`config.mk`:
```
export PLATFORM = sky130hd
export DESIGN_NAME = conv3d_wfetch
export DESIGN_NICKNAME = d
export VERILOG_FILES = /design/src/rtl/conv3d_wfetch.sv
export SDC_FILE = /design/constraint.sdc
export NUM_CORES = 1
export LEC_CHECK = 0
export ABC_AREA = 1
export CORE_AREA = 2 2 235 237
export DETAILED_ROUTE_END_ITERATION = 10
export DIE_AREA = 0 0 237 239
export MAX_ROUTING_LAYER = met4
export PLACE_DENSITY = 0.6
export SLEW_MARGIN = 20
export SYNTH_ARGS = -nofsm -noshare
export SYNTH_HDL_FRONTEND = slang
export SYNTH_SLANG_ARGS = --single-unit
```
`constraint.sdc`:
```
create_clock -name clk -period 2.3 [get_ports clk]
set_input_delay 0.23 -clock clk [delete_from_list [all_inputs] [get_ports clk]]
set_output_delay 0.23 -clock clk [all_outputs]
set_load 0.01 [all_outputs]
```
`src/rtl/conv3d_wfetch.sv`:
```
// ============================================================================
// conv3d_wfetch : burst weight fetcher, memory -> weight buffer
// Revision      : 1.0
// ============================================================================
`default_nettype none

module conv3d_wfetch #(
  parameter int AW       = 30,
  parameter int DW       = 256,
  parameter int MAXBURST = 16
) (
  input  logic          clk,
  input  logic          rst,
  input  logic          cfg_prefetch,
  input  logic [AW-1:0] cfg_waddr,
  input  logic [7:0]    cfg_length_w,
  output logic          rd_read,
  output logic [AW-1:0] rd_addr,
  output logic [7:0]    rd_burstcount,
  input  logic          rd_waitrequest,
  input  logic          rd_readdatavalid,
  input  logic [DW-1:0] rd_readdata,
  output logic          wbuf_we,
  output logic [7:0]    wbuf_waddr,
  output logic [DW-1:0] wbuf_wdata,
  output logic          wfetch_busy,
  output logic          wfetch_done
);

  localparam int       c_BYTES = DW / 8;
  localparam logic [8:0] c_MAXB = 9'(MAXBURST);

  typedef enum logic [1:0] {
    S_IDLE = 2'd0,
    S_REQ  = 2'd1,
    S_DATA = 2'd2,
    S_DONE = 2'd3
  } state_t;

  state_t        r_state;
  state_t        w_next;

  logic [AW-1:0] r_addr;
  logic [8:0]    r_remaining;
  logic [8:0]    r_idx;
  logic [7:0]    r_burst_left;
  logic [7:0]    r_cur_bc;
  logic          r_we;
  logic [7:0]    r_waddr;
  logic [DW-1:0] r_wdata;

  logic [7:0]    w_bc;
  logic [AW-1:0] w_step;
  logic          w_last_word;

  // Burst size is the smaller of what is left and the burst cap.
  assign w_bc        = (r_remaining > c_MAXB) ? 8'(MAXBURST) : r_remaining[7:0];
  assign w_step      = AW'(r_cur_bc) * AW'(c_BYTES);
  assign w_last_word = rd_readdatavalid && (r_burst_left == 8'd1);

  always_ff @(posedge clk or negedge rst) begin
    if (!rst) begin
      r_state <= S_IDLE;
    end else begin
      r_state <= w_next;
    end
  end

  always_comb begin
    w_next = r_state;
    case (r_state)
      S_IDLE: begin
        if (cfg_prefetch) begin
          w_next = (cfg_length_w != 8'd0) ? S_REQ : S_DONE;
        end
      end
      S_REQ: begin
        if (!rd_waitrequest) begin
          w_next = S_DATA;
        end
      end
      S_DATA: begin
        if (w_last_word) begin
          w_next = (r_remaining != 9'd0) ? S_REQ : S_DONE;
        end
      end
      S_DONE: begin
        w_next = S_IDLE;
      end
      default: begin
        w_next = S_IDLE;
      end
    endcase
  end

  always_ff @(posedge clk or negedge rst) begin
    if (!rst) begin
      r_addr       <= '0;
      r_remaining  <= '0;
      r_idx        <= '0;
      r_burst_left <= '0;
      r_cur_bc     <= '0;
      r_we         <= 1'b0;
      r_waddr      <= '0;
      r_wdata      <= '0;
    end else begin
      r_we <= 1'b0;
      case (r_state)
        S_IDLE: begin
          if (cfg_prefetch) begin
            r_addr      <= cfg_waddr;
            r_remaining <= {1'b0, cfg_length_w};
            r_idx       <= '0;
          end
        end
        S_REQ: begin
          if (!rd_waitrequest) begin
            r_remaining  <= r_remaining - {1'b0, w_bc};
            r_burst_left <= w_bc;
            r_cur_bc     <= w_bc;
          end
        end
        S_DATA: begin
          if (rd_readdatavalid) begin
            // Index bit 8 guards against ever wrapping into entry 0.
            r_we         <= ~r_idx[8];
            r_waddr      <= r_idx[7:0];
            r_wdata      <= rd_readdata;
            r_idx        <= r_idx + 9'd1;
            r_burst_left <= r_burst_left - 8'd1;
            if (r_burst_left == 8'd1) begin
              r_addr <= r_addr + w_step;
            end
          end
        end
        default: begin
        end
      endcase
    end
  end

  assign rd_read       = (r_state == S_REQ);
  assign rd_addr       = r_addr;
  assign rd_burstcount = w_bc;
  assign wbuf_we       = r_we;
  assign wbuf_waddr    = r_waddr;
  assign wbuf_wdata    = r_wdata;
  assign wfetch_busy   = (r_state != S_IDLE);
  assign wfetch_done   = (r_state == S_DONE);

endmodule

`default_nettype wire

```
==> out/metrics.yaml <==
via_count: 13700
netlist.area_leader.share: 0.586
synth_fa_ha_area_frac: 0.0120
clkPwrFrac: 0.215
design.core.area_um2: 54300
min_path_type: "primary input to register"
synth-xor-area-share: 0.00681
use_met1: 0.220
synth-simple-area-share: 0.314
maxCapViolations: 0
worstSetupEndpointType: "output pin"
track_usage: 0.194
drc: 0
start_kind: "register"
vias_per_cell: 4.44
fin_worst_skew_ns: 0.0269
rr_worst_depth: 14
rsz0062_at_grt: "yes"
syn2layout_area_growth_pct: 59.2
start_util: 0.260
critPathMaxStageDelay_ns: 0.59
gp_congestion: 0.918
dieHeight_um: 239
layout-drive-gt1-share: 0.0521
slew_headroom: 0.417
cpMaxStageDelayCell: "clkdlybuf4s50_1"
syn_avg_cell_area_um2: 8.10
hold_violations: 0
grt_pass1_wl_mm: 81.6
dieArea_um2: 56600
fmax_ghz: 0.447
detail_route.wl_per_cell_um: 17.9
worstPathArrival_ns: 2.01
yosysTopAreaCell: "dfrtp_1"
ys.warnings.count: 0
path_max_fanout: 12
clkLatencyLatePin_ns: 0.56
syn_inst: 1745
synth_common_cells: "982 x nand2_1, 331 x dfrtp_1, 79 x nor2_1"
path_buf_inv: 2
cp-startpoint: "r_state[1]"
top_usage_layer: "met2"
finalSetupViolations: 0
reg2reg_slack_ns: 0.16
seq_power_share: 0.332
synth_ff_type: "dfrtp_1"
crit_end: "rd_read"
cts_made_buffers: 40
clkSinkCount: 331
initialDrtViolationCount: 873
whs_path_depth: 3
p_sw_frac: 0.377
crit_type: "register to output pin"
p_leak_uw: 0.0110
antenna_found_initial: 5
die_x_um: 237
drt_first_pass_iters: 9
layout.nets: 2662
p_switching_uw: 11600
ys_seq_area_frac: 0.586
yosysMostFrequentCell: "nand2_1"
netlist_area_um2: 14100
cts_root_buf: "clkbuf_16"
synthTopCellsByArea: "dfrtp_1 59%, nand2_1 26%, nor2_1 2.1%"
drt_wl_total_mm: 55.2
reg2reg_to: "rd_addr[27]"
ys_types: 40
clkTransAtPathRegs_ns: 0.07
hpwl_mm: 42.0
p_total_uw: 30700
grt_max_degree: 151
combinationalPowerShare: 0.453
portBuffers: 601
muxShareOfSynthArea: 0
r2r_start: "rd_addr[5]"
gr-total-overflow: 0
ios: 605
rows: 86
cts.path.max_buffers: 3
cts_tree: "done"
synth_top_family_by_area: "simple AND/OR/NAND/NOR gates"
post-route-period-util: 0.973
required_ns: 2.07
whs_ns: 0.196
worstHoldStart: "rd_readdata[29]"
peakVddDrop_v: 0.000636
synth_edf_count: 0
synth-compound-area-share: 0.0370
crit_chain: "nor2_2, buf_4, clkdlybuf4s50_1"
ys_ff_latch: 331
path_depth: 3
grt_util_met2: 0.319
worst_slew_pin_slew_ns: 0.874
use_met3: 0.0483
outcome: "completed"
grt_pass1_vias: 13600
final_antenna_net_count: 0
synthArstFlopShare: 1.00
fill_cells: 5398
htree_levels: 2
p_per_area_nw_per_um2: 1370
p_int_uw: 19200
period_minus_slack_ns: 2.24
path_delay_family: "buffers and inverters"
finalMaxSlewViolations: 0
-- sequential cells by signal, summed over array words and instances (netlist names) --
signal	flops
rd_addr	30
r_state	2
r_burst_left	8
r_remaining	9
wbuf_wdata	256
r_idx	9
wbuf_waddr	8
wbuf_we	1
r_cur_bc	8
-- through the flow --
stage / instances / instance area (µm²) / setup WS, ns / utilization / setup TNS (ns)
6_report: 3090 / 22500 / 0.0611 / 0.414 / 0
5_1_grt: 3090 / 22500 / -0.0107 / 0.414 / -0.0115
4_1_cts: 3082 / 22500 / 0.000344 / 0.413 / 0
3_5_place_dp: 3008 / 21100 / 0.178 / 0.388 / 0
3_3_place_gp: 3008 / 21100 / 0.215 / 0.388 / 0
2_1_floorplan: 1747 / 14100 / 0.327 / - / 0
-- final cells by class --
type,count,area (µm²),area share
sequential,331,8280,0.368
timing repair buffer,637,6400,0.284
multi-input combinational,1264,5280,0.234
clock buffer,59,1180,0.0526
tap,704,881,0.0391
inverter,76,294,0.0131
clock inverter,14,184,0.00817
antenna,5,12.5,0.000556
-- layout by cell type, fill, tap and decap left out, drive strengths merged, types with 2 or more instances in the layout --
master,count
a21oi,24
a31oi,2
buf,36
bufinv,4
clkbuf,59
clkdlybuf4s50,596
clkinv,7
conb,4
dfrtp,331
diode,5
dlygate4sd2,4
ha,12
inv,78
nand2,985
nand3,45
nand3b,4
nand4,8
nor2,81
nor3,13
nor4,2
o211ai,7
o21ai,48
o22ai,5
or2,3
xnor2,3
xor2,8
-- timing repair --
item                                    in CTS  in global routing
setup buffers                                0                  3
endpoints found under the setup margin       5                  7
pin swaps                                    0                  1
gates cloned                                 0                  0
hold buffers                                 1                  0
endpoints found under the hold margin       45                  0
gates resized for setup                     10                  5
-- how the worst min path moves through the flow --
| stage | slack [ns] | end |
|---|---|---|
| after floorplan | -0.07 | r_burst_left[0] |
| after global placement | 0.22 | wbuf_wdata[165] |
| after detailed placement | 0.22 | wbuf_wdata[165] |
| after CTS | 0.16 | wbuf_wdata[29] |
| after global routing | 0.17 | wbuf_wdata[29] |
| final | 0.20 | wbuf_wdata[29] |
-- power by group through the flow --
stage / clock network (µW) / logic [µW] / registers [µW]
after floorplan: 0 / 5020 / 11100
after global placement: 0 / 13900 / 10100
after detailed placement: 0 / 14000 / 10200
after CTS: 6810 / 14000 / 10200
after global routing: 7040 / 15100 / 10500
final: 6610 / 13900 / 10200
-- per-layer routing --
layer	routed length, µm	share of wire
met3	3830	0.069
met2	27100	0.49
met1	21700	0.39
met5	0	0
met4	2500	0.045
-- cell families (layout without fill, tap and decap cells) --
| kind of cell | Yosys count | in the layout |
|---|---|---|
| simple gates | 1143 | 1143 |
| flops | 331 | 331 |
| buf+inv | 152 | 786 |
| compound gates | 93 | 93 |
| fa+ha+maj | 13 | 13 |
| xor+xnor | 11 | 11 |
| other cells | 2 | 9 |
-- worst register-to-register path: cells and delay by family, from the launching register on --
family / cells / cell delay (ns)
DFF: 1 / 0.37
AOI/OAI and AO/OA: 1 / 0.05
adders and majority gates: 2 / 0.60
buffers and inverters: 3 / 0.29
and+or+nand+nor: 8 / 0.71
Note: power is estimated with default switching activity, not from simulation.
